**config.mk**
```make
export PLATFORM = sky130hd
export DESIGN_NAME = baby_ram_arbiter
export DESIGN_NICKNAME = d
export VERILOG_FILES = /design/src/rtl/baby_ram_arbiter.sv
export SDC_FILE = /design/constraint.sdc
export NUM_CORES = 1
export LEC_CHECK = 0
export BUFFER_PORTS_ARGS = -buffer_cell sky130_fd_sc_hd__buf_2
export CAP_MARGIN = 20
export CORE_UTILIZATION = 35
export DETAILED_ROUTE_END_ITERATION = 12
export HOLD_SLACK_MARGIN = 0.06
export PLACE_DENSITY = 0.71
export REMOVE_ABC_BUFFERS = 1
export SLEW_MARGIN = 20
export SYNTH_ARGS = -nofsm -noshare
export SYNTH_HDL_FRONTEND = slang
export SYNTH_SLANG_ARGS = --single-unit
```
**constraint.sdc**
```tcl
create_clock -name clock -period 1.37 [get_ports clock]
set_input_delay 0.2055 -clock clock [delete_from_list [all_inputs] [get_ports clock]]
set_output_delay 0.2055 -clock clock [all_outputs]
set_load 0.01 [all_outputs]
```
**src/rtl/baby_ram_arbiter.sv**
```systemverilog
// baby_ram_arbiter
//   Shares the external 32x32 store bus between the Manchester Baby core and a
//   host load/debug port. While the core owns the bus the ram_* pins mirror the
//   core. A host command freezes the core (cpu_hold_o), the bus is turned
//   around, then the host runs one or more accesses. The arbiter releases the
//   bus back to the core through a one-cycle idle REL state. Host bursts are
//   capped at HOST_BURST accesses per grant unless the core is halted.
//
// Ports
//   clock, reset_i                       clock, synchronous active-high reset
//   cpu_addr_i/cpu_rw_en_i/cpu_data_i    core store request
//   cpu_data_o                           store read data to core
//   cpu_stop_i                           core halted (lifts burst limit)
//   cpu_hold_o                           registered core freeze request
//   host_valid_i/host_ready_o            host command handshake
//   host_we_i/host_addr_i/host_wdata_i   host command
//   host_done_o/host_rdata_o             one-cycle completion pulse, read data
//   ram_addr_o/ram_rw_en_o/ram_data_o    store bus outputs
//   ram_data_i                           store read data
module baby_ram_arbiter #(
  parameter int ADDR_W     = 5,
  parameter int DATA_W     = 32,
  parameter int HOST_BURST = 4
) (
  input  logic              clock,
  input  logic              reset_i,
  input  logic [ADDR_W-1:0] cpu_addr_i,
  input  logic              cpu_rw_en_i,
  input  logic [DATA_W-1:0] cpu_data_i,
  output logic [DATA_W-1:0] cpu_data_o,
  input  logic              cpu_stop_i,
  output logic              cpu_hold_o,
  input  logic              host_valid_i,
  output logic              host_ready_o,
  input  logic              host_we_i,
  input  logic [ADDR_W-1:0] host_addr_i,
  input  logic [DATA_W-1:0] host_wdata_i,
  output logic              host_done_o,
  output logic [DATA_W-1:0] host_rdata_o,
  output logic [ADDR_W-1:0] ram_addr_o,
  output logic              ram_rw_en_o,
  output logic [DATA_W-1:0] ram_data_o,
  input  logic [DATA_W-1:0] ram_data_i
);

  localparam int CNT_W = $clog2(HOST_BURST) + 1;
  localparam logic [CNT_W-1:0] BURST_MAX = CNT_W'(HOST_BURST);

  typedef enum logic [2:0] {
    S_CPU  = 3'd0,
    S_HOLD = 3'd1,
    S_TURN = 3'd2,
    S_ACC  = 3'd3,
    S_REL  = 3'd4
  } state_t;

  state_t            state;
  logic [CNT_W-1:0]  burst_cnt;
  logic              cmd_we;
  logic [ADDR_W-1:0] cmd_addr;
  logic [DATA_W-1:0] cmd_wdata;
  logic              accept;

  assign cpu_data_o = ram_data_i;

  // Host may take a new command in CPU, or in ACC while under the burst cap.
  // A halted core cannot be starved, so the cap is ignored then.
  always_comb begin
    host_ready_o = 1'b0;
    case (state)
      S_CPU:   host_ready_o = 1'b1;
      S_ACC:   host_ready_o = (burst_cnt < BURST_MAX) || cpu_stop_i;
      default: host_ready_o = 1'b0;
    endcase
  end

  assign accept = host_valid_i & host_ready_o;

  // Bus mux. HOLD still passes the core through so its in-flight cycle
  // completes; TURN and REL park the bus in read so two drivers never
  // overlap on the tri-state data lines.
  always_comb begin
    ram_addr_o  = cpu_addr_i;
    ram_rw_en_o = cpu_rw_en_i;
    ram_data_o  = cpu_data_i;
    case (state)
      S_TURN, S_REL: begin
        ram_addr_o  = cmd_addr;
        ram_rw_en_o = 1'b0;
        ram_data_o  = '0;
      end
      S_ACC: begin
        ram_addr_o  = cmd_addr;
        ram_rw_en_o = cmd_we;
        ram_data_o  = cmd_wdata;
      end
      default: ;
    endcase
  end

  always_ff @(posedge clock) begin
    if (reset_i) begin
      state        <= S_CPU;
      cpu_hold_o   <= 1'b0;
      host_done_o  <= 1'b0;
      host_rdata_o <= '0;
      burst_cnt    <= '0;
      cmd_we       <= 1'b0;
      cmd_addr     <= '0;
      cmd_wdata    <= '0;
    end else begin
      // Every ACC cycle is one completed access, reported next cycle.
      host_done_o <= (state == S_ACC);
      if (state == S_ACC && !cmd_we) begin
        host_rdata_o <= ram_data_i;
      end

      case (state)
        S_CPU: begin
          if (accept) begin
            cmd_we     <= host_we_i;
            cmd_addr   <= host_addr_i;
            cmd_wdata  <= host_wdata_i;
            burst_cnt  <= CNT_W'(1);
            cpu_hold_o <= 1'b1;
            state      <= S_HOLD;
          end
        end
        S_HOLD: state <= S_TURN;
        S_TURN: state <= S_ACC;
        S_ACC: begin
          if (accept) begin
            cmd_we    <= host_we_i;
            cmd_addr  <= host_addr_i;
            cmd_wdata <= host_wdata_i;
            if (burst_cnt < BURST_MAX) begin
              burst_cnt <= burst_cnt + 1'b1;
            end
            // A direction change needs a turnaround cycle on the data bus.
            state <= (host_we_i == cmd_we) ? S_ACC : S_TURN;
          end else begin
            state <= S_REL;
          end
        end
        S_REL: begin
          cpu_hold_o <= 1'b0;
          burst_cnt  <= '0;
          state      <= S_CPU;
        end
        default: begin
          cpu_hold_o <= 1'b0;
          state      <= S_CPU;
        end
      endcase
    end
  end

endmodule

```
==> impl_metrics.json <==
{
  "seqPwrFrac_pct": 43.0,
  "maxSlewHeadroom_pct": 76.2,
  "cts_tree": "yes",
  "placedCellCount": 668,
  "yosysUniqueCellTypes": 37,
  "synthCells": 358,
  "dp.final_hpwl_um": 7220,
  "hold_path.class": "input pin to register",
  "critPathKind": "register to output pin",
  "seq_area_um2": 1570,
  "tightest_slew_ns": 0.358,
  "worst_hold_startpoint": "host_wdata_i[17]",
  "syn_avg_cell_area_um2": 9.50,
  "crit_required_ns": 1.16,
  "coreArea_um2": 9330,
  "critical_path_buf_inv_count": 2,
  "failed_checks": "negative setup slack",
  "cts-root-buf": "clkbuf_8",
  "final-setup-viol-count": 109,
  "area_growth_pct": 65.0,
  "grt_setup_unrepaired": "true",
  "tns_ns": -34.58,
  "gr-usage-met1_pct": 24.3,
  "p_clk_share_pct": 31.2,
  "holdPathEnd": "cmd_wdata[17]",
  "detail_route.wl_per_cell_um": 16.6,
  "clock_latency_ns": 0.35,
  "crit_family": "multiplexers",
  "ys_seq_area_share_pct": 45.9,
  "h-tree-depth": 3,
  "dr_total_vias": 3623,
  "grt_antenna_before_repair": 0,
  "portBuffers": 216,
  "io_pins": 217,
  "track_usage_pct": 21.8,
  "yosysWarningCount": 0,
  "drt_wl_total_um": 12100,
  "synth_seq_cells": 78,
  "p_per_area_nw_per_um2": 1030,
  "rows": 35,
  "fin_hold_ws_ns": 0.0751,
  "reg2reg_depth": 9,
  "detail-route-antenna-nets": 0,
  "worstPathCellList": "nand2b_4 -> nor2_4 -> a21oi_4 -> buf_12 -> mux2_2 -> buf_6",
  "drtIter0Drc": 63,
  "dieArea_um2": 10100,
  "period_share_pct": 135,
  "met3_usage_pct": 4.09,
  "cp_max_fo": 18,
  "grt_pass1_wl_um": 17000,
  "post-place-ws_ns": -0.185,
  "hold_viol_final": 0,
  "start_util_pct": 36.5,
  "numCtsBuffers": 9,
  "min_period_ns": 1.86,
  "r2r_slack_ns": -0.32,
  "finalNonFillerCells": 732,
  "netlist_area_um2": 3400,
  "maxCapViolations": 0,
  "cp.arrival_ns": 1.65,
  "cp-start-kind": "register",
  "drv_slew": 0,
  "r2r-start": "state[1]",
  "fillers": 773,
  "multiInputGateArea_um2": 1500,
  "slowest_delay_ns": 0.36,
  "p_int_mw": 4.17,
  "finClkSkew_ns": 0.0188,
  "overflow": 0,
  "min_path_cells": 2,
  "p_leak_nw": 2.70,
  "fin_util_pct": 60.2,
  "startpoint": "state[1]",
  "antenna_cells": 0,
  "num-nets-final": 711,
  "grt-busiest-layer": "met2",
  "grt_pass1_vias": 3346,
  "clk_pin_slew_worst_paths_ns": 0.08,
  "drive_above_1_share_pct": 54.4,
  "vdd_drop_max_uv": 555,
  "power.net_switching_mw": 1.59,
  "drt-vias-per-instance": 4.95,
  "outcome": "complete, but fails checks",
  "die_width_um": 101,
  "fp.dieH_um": 101,
  "final.setup.worst_slack_ns": -0.485,
  "timing.rr.end": "cmd_wdata[22]",
  "synth_ff_type": "dfxtp_1",
  "p_comb_share_pct": 25.8,
  "synth_edf_count": 0,
  "use_met2_pct": 41.2,
  "mostFrequentLayoutCells": "210 x buf_2, 75 x dfxtp_1, 71 x a22o_1",
  "worst_setup_path_end_kind": "output pin",
  "drtPass1Iterations": 5,
  "final_common_cell": "buf_2",
  "grt_max_degree": 34,
  "async_reset_ff_share_pct": 0,
  "sw_frac_of_total_pct": 27.7,
  "max-clock-path-buffers": 2,
  "cts_sinks": 78,
  "cpMaxStageDelayCell": "mux2_2",
  "drc": 0,
  "gp_congestion": 0.780,
  "max_freq_mhz": 539
}
==> repair_timing <==
| action | 4_1_cts | 5_1_grt |
|---|---|---|
| pin swaps | 5 | 26 |
| setup endpoints to repair | 111 | 113 |
| gates resized for setup | 24 | 40 |
| buffers inserted | 7 | 9 |
| gates cloned | 11 | 7 |
| hold buffers | 18 | 0 |
| hold endpoints to repair | 18 | 0 |
==> worst register-to-register path: cells and delay by family (launching register included) <==
kind                   cells  cell delay [ns]
buffers and inverters      5             0.58
and+or+nand+nor            2             0.51
DFF                        1             0.33
AOI/OAI and AO/OA          2             0.23
==> kinds of logic (layout without fill, tap and decap cells) <==
family          Yosys count  after routing  synth area share [%]
mux                       5              5                  1.66
buf+inv                  64            309                  13.4
fa+ha+maj                 1              1                 0.368
flops                    78             78                  45.9
simple gates             92             92                  12.6
compound gates          117            117                  25.8
xor+xnor                  1              1                 0.258
==> power by group through the flow <==
stage / Sequential, mW / Combinational (mW) / Clock [mW]
floorplan: 2.53 / 0.438 / 0
global route: 2.49 / 1.59 / 1.95
CTS: 2.47 / 1.38 / 1.84
detailed placement: 2.52 / 1.08 / 0
global placement: 2.52 / 1.06 / 0
finish: 2.48 / 1.49 / 1.80
==> flip-flops by register name (all words and copies together), names as in the netlist <==
signal / cells
burst_cnt: 3
cmd_we: 1
cmd_addr: 5
host_rdata_o: 32
cpu_hold_o: 1
cmd_wdata: 32
host_done_o: 1
state: 3
==> Yosys cell counts (2+ instances only) <==
| master | instances | share of area (%) |
|---|---|---|
| a211oi_1 | 2 | 0.44 |
| a21oi_1 | 37 | 5.4 |
| a21oi_2 | 2 | 0.52 |
| a22o_1 | 71 | 18 |
| buf_2 | 9 | 1.3 |
| buf_4 | 38 | 8.4 |
| buf_6 | 8 | 2.6 |
| clkbuf_1 | 6 | 0.66 |
| dfxtp_1 | 78 | 46 |
| inv_1 | 3 | 0.33 |
| mux2_2 | 5 | 1.7 |
| nand2_1 | 64 | 7.1 |
| nand2b_1 | 2 | 0.37 |
| nand3_1 | 2 | 0.29 |
| nor2_1 | 3 | 0.33 |
| nor2_2 | 2 | 0.37 |
| nor2b_1 | 2 | 0.37 |
| nor3_1 | 4 | 0.59 |
| nor4_1 | 2 | 0.37 |
==> worst max-delay path by stage <==
stage | end | slack, ns | depth (start not counted)
final | ram_addr_o[4] | -0.49 | 6
after global routing | ram_addr_o[4] | -0.54 | 5
after CTS | ram_addr_o[3] | -0.48 | 6
after detailed placement | ram_addr_o[2] | -0.18 | 5
after global placement | ram_addr_o[0] | -0.13 | 5
after floorplan | ram_addr_o[0] | -0.86 | 4
==> metrics by stage <==
step	instance area, um2	power, mW
final	5610	5.76
after global routing	5610	6.03
after CTS	5330	5.70
after detailed placement	4490	3.60
after global placement	4490	3.58
after floorplan	2960	2.97
==> layout make-up <==
type | instances | area share (%)
multi-input combinational | 216 | 26.8
inverter | 3 | 0.201
timing repair buffer | 290 | 38.4
clock buffer | 11 | 2.70
sequential | 78 | 28.0
clock inverter | 5 | 1.03
tap | 129 | 2.88
==> routing by layer <==
metal	routed length (um)	vias up
met4	213	0
met5	0	-
met2	6370	190
li1	-	1726
met1	4780	1691
met3	769	16
Power figures use the tool's default switching activity.
